### src/rtl/cpu_control_fsm.sv
// cpu_control_fsm: Moore controller sequencing fetch, PC update, decode and
// execute for the 16-bit ISA. All outputs are decoded from the state register.
module cpu_control_fsm #(
  parameter int STATE_W = 5
) (
  input  logic               clk,
  input  logic               reset,
  input  logic [2:0]         opcode,
  input  logic [1:0]         op,
  output logic               load_ir,
  output logic               load_pc,
  output logic               reset_pc,
  output logic               addr_sel,
  output logic               load_addr,
  output logic [1:0]         mem_cmd,
  output logic [2:0]         nsel,
  output logic [1:0]         vsel,
  output logic               write,
  output logic               loada,
  output logic               loadb,
  output logic               asel,
  output logic               bsel,
  output logic               loadc,
  output logic               loads,
  output logic               halted,
  output logic [STATE_W-1:0] state
);

  localparam logic [STATE_W-1:0] S_RST    = STATE_W'(0);
  localparam logic [STATE_W-1:0] S_IF1    = STATE_W'(1);
  localparam logic [STATE_W-1:0] S_IF2    = STATE_W'(2);
  localparam logic [STATE_W-1:0] S_UPC    = STATE_W'(3);
  localparam logic [STATE_W-1:0] S_DEC    = STATE_W'(4);
  localparam logic [STATE_W-1:0] S_WR_IMM = STATE_W'(5);
  localparam logic [STATE_W-1:0] S_GET_B  = STATE_W'(6);
  localparam logic [STATE_W-1:0] S_PASS   = STATE_W'(7);
  localparam logic [STATE_W-1:0] S_WR_C   = STATE_W'(8);
  localparam logic [STATE_W-1:0] S_GET_A  = STATE_W'(9);
  localparam logic [STATE_W-1:0] S_EXEC   = STATE_W'(10);
  localparam logic [STATE_W-1:0] S_ADDR   = STATE_W'(11);
  localparam logic [STATE_W-1:0] S_LDA    = STATE_W'(12);
  localparam logic [STATE_W-1:0] S_RD1    = STATE_W'(13);
  localparam logic [STATE_W-1:0] S_RD2    = STATE_W'(14);
  localparam logic [STATE_W-1:0] S_GET_D  = STATE_W'(15);
  localparam logic [STATE_W-1:0] S_WR_M   = STATE_W'(16);
  localparam logic [STATE_W-1:0] S_HALT   = STATE_W'(17);
  // CMP is the EXEC cycle of op=01, split out so that the choice between
  // loads and loadc depends on state alone rather than on the live op field.
  localparam logic [STATE_W-1:0] S_CMP    = STATE_W'(18);

  localparam logic [1:0] MEM_NONE  = 2'b00;
  localparam logic [1:0] MEM_READ  = 2'b01;
  localparam logic [1:0] MEM_WRITE = 2'b10;

  logic [STATE_W-1:0] state_q;
  logic [STATE_W-1:0] state_d;

  assign state = state_q;

  // State register; reset forces RST immediately, independent of the clock.
  always_ff @(posedge clk or posedge reset) begin
    if (reset) state_q <= S_RST;
    else       state_q <= state_d;
  end

  // Next-state logic; IR fields are stable from UPC onward, so later states
  // may branch on opcode/op to pick the instruction-specific path.
  always_comb begin
    state_d = S_RST;
    case (state_q)
      S_RST:    state_d = S_IF1;
      S_IF1:    state_d = S_IF2;
      S_IF2:    state_d = S_UPC;
      S_UPC:    state_d = S_DEC;
      S_DEC: begin
        casez ({opcode, op})
          5'b110_10: state_d = S_WR_IMM;
          5'b110_00: state_d = S_GET_B;
          5'b101_??: state_d = S_GET_A;
          5'b011_00: state_d = S_GET_A;
          5'b100_00: state_d = S_GET_A;
          5'b111_??: state_d = S_HALT;
          default:   state_d = S_IF1;
        endcase
      end
      S_WR_IMM: state_d = S_IF1;
      S_GET_A:  state_d = (opcode == 3'b101) ? S_GET_B : S_ADDR;
      S_GET_B: begin
        if (opcode == 3'b101) state_d = (op == 2'b01) ? S_CMP : S_EXEC;
        else                  state_d = S_PASS;
      end
      S_PASS:   state_d = (opcode == 3'b100) ? S_WR_M : S_WR_C;
      S_EXEC:   state_d = S_WR_C;
      S_CMP:    state_d = S_IF1;
      S_WR_C:   state_d = S_IF1;
      S_ADDR:   state_d = S_LDA;
      S_LDA:    state_d = (opcode == 3'b100) ? S_GET_D : S_RD1;
      S_RD1:    state_d = S_RD2;
      S_RD2:    state_d = S_IF1;
      S_GET_D:  state_d = S_PASS;
      S_WR_M:   state_d = S_IF1;
      S_HALT:   state_d = S_HALT;
      default:  state_d = S_RST;
    endcase
  end

  // Moore output decode; unused encodings behave like RST.
  always_comb begin
    load_ir   = 1'b0;
    load_pc   = 1'b0;
    reset_pc  = 1'b0;
    addr_sel  = 1'b0;
    load_addr = 1'b0;
    mem_cmd   = MEM_NONE;
    nsel      = 3'b000;
    vsel      = 2'b00;
    write     = 1'b0;
    loada     = 1'b0;
    loadb     = 1'b0;
    asel      = 1'b0;
    bsel      = 1'b0;
    loadc     = 1'b0;
    loads     = 1'b0;
    halted    = 1'b0;
    case (state_q)
      S_IF1: begin
        addr_sel = 1'b1;
        mem_cmd  = MEM_READ;
      end
      S_IF2: begin
        addr_sel = 1'b1;
        mem_cmd  = MEM_READ;
        load_ir  = 1'b1;
      end
      S_UPC:    load_pc = 1'b1;
      S_DEC:    ;
      S_WR_IMM: begin
        nsel  = 3'b001;
        vsel  = 2'b10;
        write = 1'b1;
      end
      S_GET_A: begin
        nsel  = 3'b001;
        loada = 1'b1;
      end
      S_GET_B: begin
        nsel  = 3'b100;
        loadb = 1'b1;
      end
      S_PASS: begin
        asel  = 1'b1;
        loadc = 1'b1;
      end
      S_EXEC:   loadc = 1'b1;
      S_CMP:    loads = 1'b1;
      S_WR_C: begin
        nsel  = 3'b010;
        vsel  = 2'b00;
        write = 1'b1;
      end
      S_ADDR: begin
        bsel  = 1'b1;
        loadc = 1'b1;
      end
      S_LDA:    load_addr = 1'b1;
      S_RD1:    mem_cmd = MEM_READ;
      S_RD2: begin
        mem_cmd = MEM_READ;
        nsel    = 3'b010;
        vsel    = 2'b11;
        write   = 1'b1;
      end
      S_GET_D: begin
        nsel  = 3'b010;
        loadb = 1'b1;
      end
      S_WR_M:   mem_cmd = MEM_WRITE;
      S_HALT:   halted = 1'b1;
      default: begin
        reset_pc = 1'b1;
        load_pc  = 1'b1;
      end
    endcase
  end

endmodule
### config.mk
export PLATFORM = sky130hd
export DESIGN_NAME = cpu_control_fsm
export DESIGN_NICKNAME = d
export VERILOG_FILES = /design/src/rtl/cpu_control_fsm.sv
export SDC_FILE = /design/constraint.sdc
export NUM_CORES = 1
export LEC_CHECK = 0
export CAP_MARGIN = 25
export CORE_AREA = 2 2 45 47
export DETAILED_ROUTE_END_ITERATION = 10
export DIE_AREA = 0 0 47 49
export HOLD_SLACK_MARGIN = 0.1
export PLACE_DENSITY = 0.81
export SYNTH_ARGS = -nofsm -noshare
export SYNTH_HDL_FRONTEND = slang
export SYNTH_SLANG_ARGS = --single-unit
### constraint.sdc
create_clock -name clk -period 2.4 [get_ports clk]
set_clock_uncertainty 0.15 [all_clocks]
set_input_delay 0.24 -clock clk [delete_from_list [all_inputs] [get_ports clk]]
set_output_delay 0.24 -clock clk [all_outputs]
set_load 0.1 [all_outputs]
==> flow_metrics.env, run 1 <==
export IMPL_status="completed"
export IMPL_ys_seq_area_frac=0.158
export IMPL_track_usage=0.242
export IMPL_maxCapViolations=0
export IMPL_yosysTopAreaCellShare=0.158
export IMPL_die_y_um=49
export IMPL_drc=0
export IMPL_min_from="state[3]"
export IMPL_start_kind="register"
export IMPL_ys_flop_type="dfrtp_1"
export IMPL_timing_final_crit_period_ns=2.31
export IMPL_hold_depth=1
export IMPL_ys_ff_latch=5
export IMPL_ys_warn_count=0
export IMPL_synthesis_area_um2=793
export IMPL_drive_above_1_share=0.478
export IMPL_clock_latency_ns=0.26
export IMPL_r2r_cells=4
export IMPL_dp_hpwl_mm=1.87
export IMPL_htreeDepth=1
export IMPL_rsz0062_at_grt="false"
export IMPL_critPathSlowestCell="dfrtp_4"
export IMPL_fmax_ghz=0.433
export IMPL_worst_slew_pin_slew_ns=0.414
export IMPL_critPathRequiredTime_ns=2.01
export IMPL_dpl_cell_count=156
export IMPL_via_count=959
export IMPL_r2r_start="state[0]"
export IMPL_die_width_um=47
export IMPL_whs_endpoint="state[0]"
export IMPL_ant_nets=0
export IMPL_grt_ovfl_total=0
export IMPL_clock_path_buffers=2
export IMPL_fin_crit_sh=0.962
export IMPL_clk_pin_slew_ns=0.05
export IMPL_synth_nets=116
export IMPL_drtPass1Iterations=4
export IMPL_regToRegSetupSlack_ns=0.64
export IMPL_syn_area_per_cell_um2=7.28
export IMPL_nFillCells=123
export IMPL_dieArea_mm2=0.00230
export IMPL_cts_root_buf="clkbuf_4"
export IMPL_antenna_found_initial=0
export IMPL_synth_async_sr_flop_share=1.00
export IMPL_post_drt_wl_per_cell_um=15.1
export IMPL_core_area_mm2=0.00184
export IMPL_num_antenna_cells=0
export IMPL_tritoncts_num_sinks=5
export IMPL_utilization=0.800
export IMPL_largest_reg_flops=5
export IMPL_fin_nets=142
export IMPL_place_congestion=0.816
export IMPL_crit_type="register to primary output"
export IMPL_slew_violations=0
export IMPL_cp_slowest_stage_delay_ns=0.59
export IMPL_final_cells=161
export IMPL_worstPathMaxFanout=21
export IMPL_initial_core_util=0.431
export IMPL_portBuffers=31
export IMPL_finalSetupViolCount=0
export IMPL_path_delay_family="simple AND/OR/NAND/NOR gates"
export IMPL_ios=32
export IMPL_critPathBufInv=1
export IMPL_num_rows=16
export IMPL_grt_pass1_wl_mm=4.13
export IMPL_synthesis_instances=109
export IMPL_grt_max_degree=25
export IMPL_path_cells="nand2b_1 -> and2_1 -> nor3_4 -> buf_12"
export IMPL_post_synth_top_area_cell="dfrtp_1"
export IMPL_cts_setup_buffers=0
export IMPL_grt_pass1_vias=878
export IMPL_synth_edf_count=0
export IMPL_cts_buffers_inserted=3
export IMPL_finalHoldViolations=0
export IMPL_drt_initial_drc_count=36
export IMPL_synth_commonest_cells="nor2_1, nor3_1, nand2_1"
export IMPL_cts_tree="done"
export IMPL_synth_cell_types=44
export IMPL_cts_hold_buf=1
export IMPL_cp_end_kind="primary output"
export IMPL_reg2reg_to="state[3]"
export IMPL_synth_most_common_cell="nor2_1"
export IMPL_relSlewSlack=0.724
export IMPL_area_growth_pct=85.8
export IMPL_cts_resized=0
export IMPL_avgViaCountPerCell=5.96
export IMPL_hp_class="register to register"
export IMPL_synth_area_leaders="dfrtp_1, nor3_1, nor2_1, buf_6, nand2b_1"
export IMPL_cp_arrival_ns=1.92
export IMPL_routed_wl_mm=2.43
## metrics by stage
| step | setup slack [ns] | hold WS (ns) | area (µm²) | setup TNS [ns] |
|---|---|---|---|---|
| 3_5_place_dp | 0.381 | 0.316 | 1440 | 0 |
| 6_report | 0.0913 | 0.544 | 1470 | 0 |
| 3_3_place_gp | 0.420 | 0.297 | 1440 | 0 |
| 2_1_floorplan | -0.123 | -0.131 | 1000 | -0.230 |
| 5_1_grt | 0.0193 | 0.592 | 1470 | 0 |
| 4_1_cts | 0.103 | 0.544 | 1470 | 0 |
## cell families after synthesis
| kind of cell | count (synthesis) | synth area share |
|---|---|---|
| flip-flops | 5 | 0.158 |
| AO/OA/AOI/OAI | 25 | 0.224 |
| XOR/XNOR | 1 | 0.0110 |
| AND/OR/NAND/NOR | 63 | 0.483 |
| buffers and inverters | 15 | 0.125 |
## metal layers
layer	up-vias	wire (µm)	GRT usage
li1	446	-	-
met1	457	912	0.330
met2	54	1340	0.386
met3	2	169	0.0407
met4	0	8	0.0602
met5	-	0	0
## area by class of cell
cell class | instances | area [µm²] | area share
multi-input cells | 89 | 749 | 0.508
repair buffers | 32 | 508 | 0.345
flip-flops and latches | 5 | 141 | 0.0959
well taps | 27 | 33.8 | 0.0229
clock buffers | 4 | 26.3 | 0.0178
inverters | 4 | 15.0 | 0.0102
## worst register-to-register path, cell delays in order, from the launching register on
cell and delay, ns:
dfrtp_4 0.57, nand2b_2 0.35, nor3_4 0.31, nand2_1 0.09
o2111ai_1 0.18
## cell usage in the layout (no fill, tap or decap), types with 2 or more instances in the layout
cell type	n
nand2_2	3
nor2b_4	3
o21ai_1	3
a21oi_1	3
nand4_1	2
a22oi_1	2
nor2_4	3
clkdlybuf4s50_1	6
nor3_1	4
dfrtp_4	4
clkbuf_4	3
buf_4	5
nor2b_1	2
nor3_4	8
or3_1	2
inv_1	4
and3_1	2
o211ai_1	2
o21ai_0	4
buf_12	20
nand2_1	6
nor2_1	8
nor2_2	2
o2111ai_1	2
nand2b_1	5
## how the worst max path moves through the flow
stage                  start    endpoint  depth (start not counted)
finish              state[1]  mem_cmd[0]                          4
global route        state[1]  mem_cmd[0]                          4
CTS                 state[1]  mem_cmd[0]                          4
detailed placement  state[1]  mem_cmd[0]                          4
global placement    state[1]  mem_cmd[0]                          4
floorplan           state[2]   load_addr                          3
Power of run 1 is not shown: default switching activity piles up to over one toggle a cycle in this logic, so the estimate is an artifact.
==> run 2: changes to the inputs <==
--- a/config.mk
+++ b/config.mk
@@ -7,8 +7,10 @@
 export LEC_CHECK = 0
 export CAP_MARGIN = 25
 export CORE_AREA = 2 2 45 47
+export CTS_CLUSTER_DIAMETER = 50
 export DETAILED_ROUTE_END_ITERATION = 10
 export DIE_AREA = 0 0 47 49
+export GPL_ROUTABILITY_DRIVEN = 0
 export HOLD_SLACK_MARGIN = 0.1
 export PLACE_DENSITY = 0.81
 export SYNTH_ARGS = -nofsm -noshare
==> results of run 2 <==
Final layout, timing and power as in run 1 (identical DEF).
Power of run 2 is left out for the same reason.
==> run 3: changes to the inputs <==
--- a/config.mk
+++ b/config.mk
@@ -11,8 +11,10 @@
 export DETAILED_ROUTE_END_ITERATION = 10
 export DIE_AREA = 0 0 47 49
 export GPL_ROUTABILITY_DRIVEN = 0
+export GPL_TIMING_DRIVEN = 0
 export HOLD_SLACK_MARGIN = 0.1
 export PLACE_DENSITY = 0.81
+export REMOVE_ABC_BUFFERS = 1
 export SYNTH_ARGS = -nofsm -noshare
 export SYNTH_HDL_FRONTEND = slang
 export SYNTH_SLANG_ARGS = --single-unit
==> run 3 against run 2 <==
Effect of this change:
- sequential share of layout area rose by 2.6 points
- hold slack better by 0.057 ns
- fmax increased by 0.84%
- sequential cell count is the same
- count of clock-buffer cells in the layout is the same
- via count fell by 4.9%
- critical path type unchanged
==> flow_metrics.env, run 3 (synthesized netlist as in run 1, its figures left out) <==
export IMPL_status="completed"
export IMPL_slew_violations=0
export IMPL_r2r_cells=4
export IMPL_portBuffers=31
export IMPL_grt_pass1_wl_mm=3.79
export IMPL_initial_core_util=0.431
export IMPL_clock_path_buffers=2
export IMPL_whs_ns=0.601
export IMPL_drive_above_1_share=0.299
export IMPL_fin_crit_sh=0.954
export IMPL_finalSetupTns_ns=0
export IMPL_rsz0062_at_grt="false"
export IMPL_dieArea_mm2=0.00230
export IMPL_mostFrequentLayoutCells="clkdlybuf4s15_2, nor2_1, nor3_1"
export IMPL_maxCapViolations=0
export IMPL_largest_reg_flops=5
export IMPL_relSlewSlack=0.356
export IMPL_drt_initial_drc_count=28
export IMPL_die_width_um=47
export IMPL_drtPass1Iterations=4
export IMPL_tritoncts_num_sinks=5
export IMPL_critPathRequiredTime_ns=2.01
export IMPL_grt_pass1_vias=855
export IMPL_final_common_cell="clkdlybuf4s15_2"
export IMPL_start_kind="register"
export IMPL_regToRegSetupSlack_ns=0.75
export IMPL_finalHoldViolations=0
export IMPL_drc=0
export IMPL_fmax_ghz=0.437
export IMPL_cts_root_buf="clkbuf_4"
export IMPL_worst_slew_pin_slew_ns=0.964
export IMPL_grt_max_degree=25
export IMPL_ant_nets=0
export IMPL_fin_nets=142
export IMPL_via_count=912
export IMPL_clk_pin_slew_ns=0.05
export IMPL_htreeDepth=1
export IMPL_num_antenna_cells=0
export IMPL_cts_buffers_inserted=3
export IMPL_hp_class="input port to async pin"
export IMPL_grt_ovfl_total=0
export IMPL_cp_arrival_ns=1.90
export IMPL_avgViaCountPerCell=5.66
export IMPL_core_area_mm2=0.00184
export IMPL_routed_wl_mm=2.26
export IMPL_num_rows=16
export IMPL_reg2reg_to="state[3]"
export IMPL_dp_hpwl_mm=1.62
export IMPL_crit_type="register to primary output"
export IMPL_timing_final_crit_period_ns=2.29
export IMPL_r2r_start="state[1]"
export IMPL_finalSetupViolCount=0
export IMPL_clock_latency_ns=0.24
export IMPL_track_usage=0.217
export IMPL_cp_end_kind="primary output"
export IMPL_die_y_um=49
export IMPL_post_drt_wl_per_cell_um=14.1
export IMPL_antenna_found_initial=0
export IMPL_cts_tree="done"
export IMPL_area_growth_pct=35.6
export IMPL_worstPathMaxFanout=21
export IMPL_ios=32
==> run 3: timing repair <==
action / in CTS / in global routing
buffers inserted: 0 / 0
cloned: 0 / 0
pin swaps: 0 / 0
setup endpoints to repair: 25 / 4
hold buffers: 1 / 0
gates resized for setup: 94 / 5
endpoints found under the hold margin: 5 / 0
==> run 3: through the flow <==
stage | cells | utilization | setup slack [ns] | instance area, µm²
after floorplan | 98 | - | -2.25 | 709
after global placement | 156 | 0.572 | -0.702 | 1050
after detailed placement | 156 | 0.572 | -0.712 | 1050
after CTS | 161 | 0.588 | 0.00350 | 1080
after global routing | 161 | 0.584 | 0.00605 | 1080
final | 161 | 0.584 | 0.110 | 1080
==> run 3: cell type report <==
class / instances / area, µm²
Inverter: 4 / 15.0
Fill cell: 180 / 766
Tap cell: 27 / 33.8
Sequential cell: 5 / 131
Timing Repair Buffer: 32 / 300
Clock buffer: 4 / 26.3
Multi-Input combinational cell: 89 / 569
==> run 3: worst max path at each step <==
stage              from        end  slack, ns  cells after the start
2_1_floorplan  state[3]  load_addr      -2.25                      2
3_3_place_gp   state[1]      write      -0.70                      5
3_5_place_dp   state[1]      write      -0.71                      5
4_1_cts        state[1]      write      0.003                      5
5_1_grt        state[1]      write      0.006                      5
6_report       state[1]      write       0.11                      5
==> run 3: worst max-delay path: stages, from the launching register on <==
cell      delay (ns)
dfrtp_2         0.60
nand2_1         0.18
nor2b_1         0.17
o32a_1          0.28
nor2_1          0.08
clkbuf_4        0.34
==> run 3: layer usage <==
metal | GRT usage | routed length (µm) | up-vias
met4 | 0.0880 | 16 | 0
met2 | 0.342 | 1160 | 43
met3 | 0.0370 | 127 | 2
met1 | 0.283 | 963 | 421
met5 | 0 | 0 | -
li1 | - | - | 446
Power of run 3 is left out for the same reason.
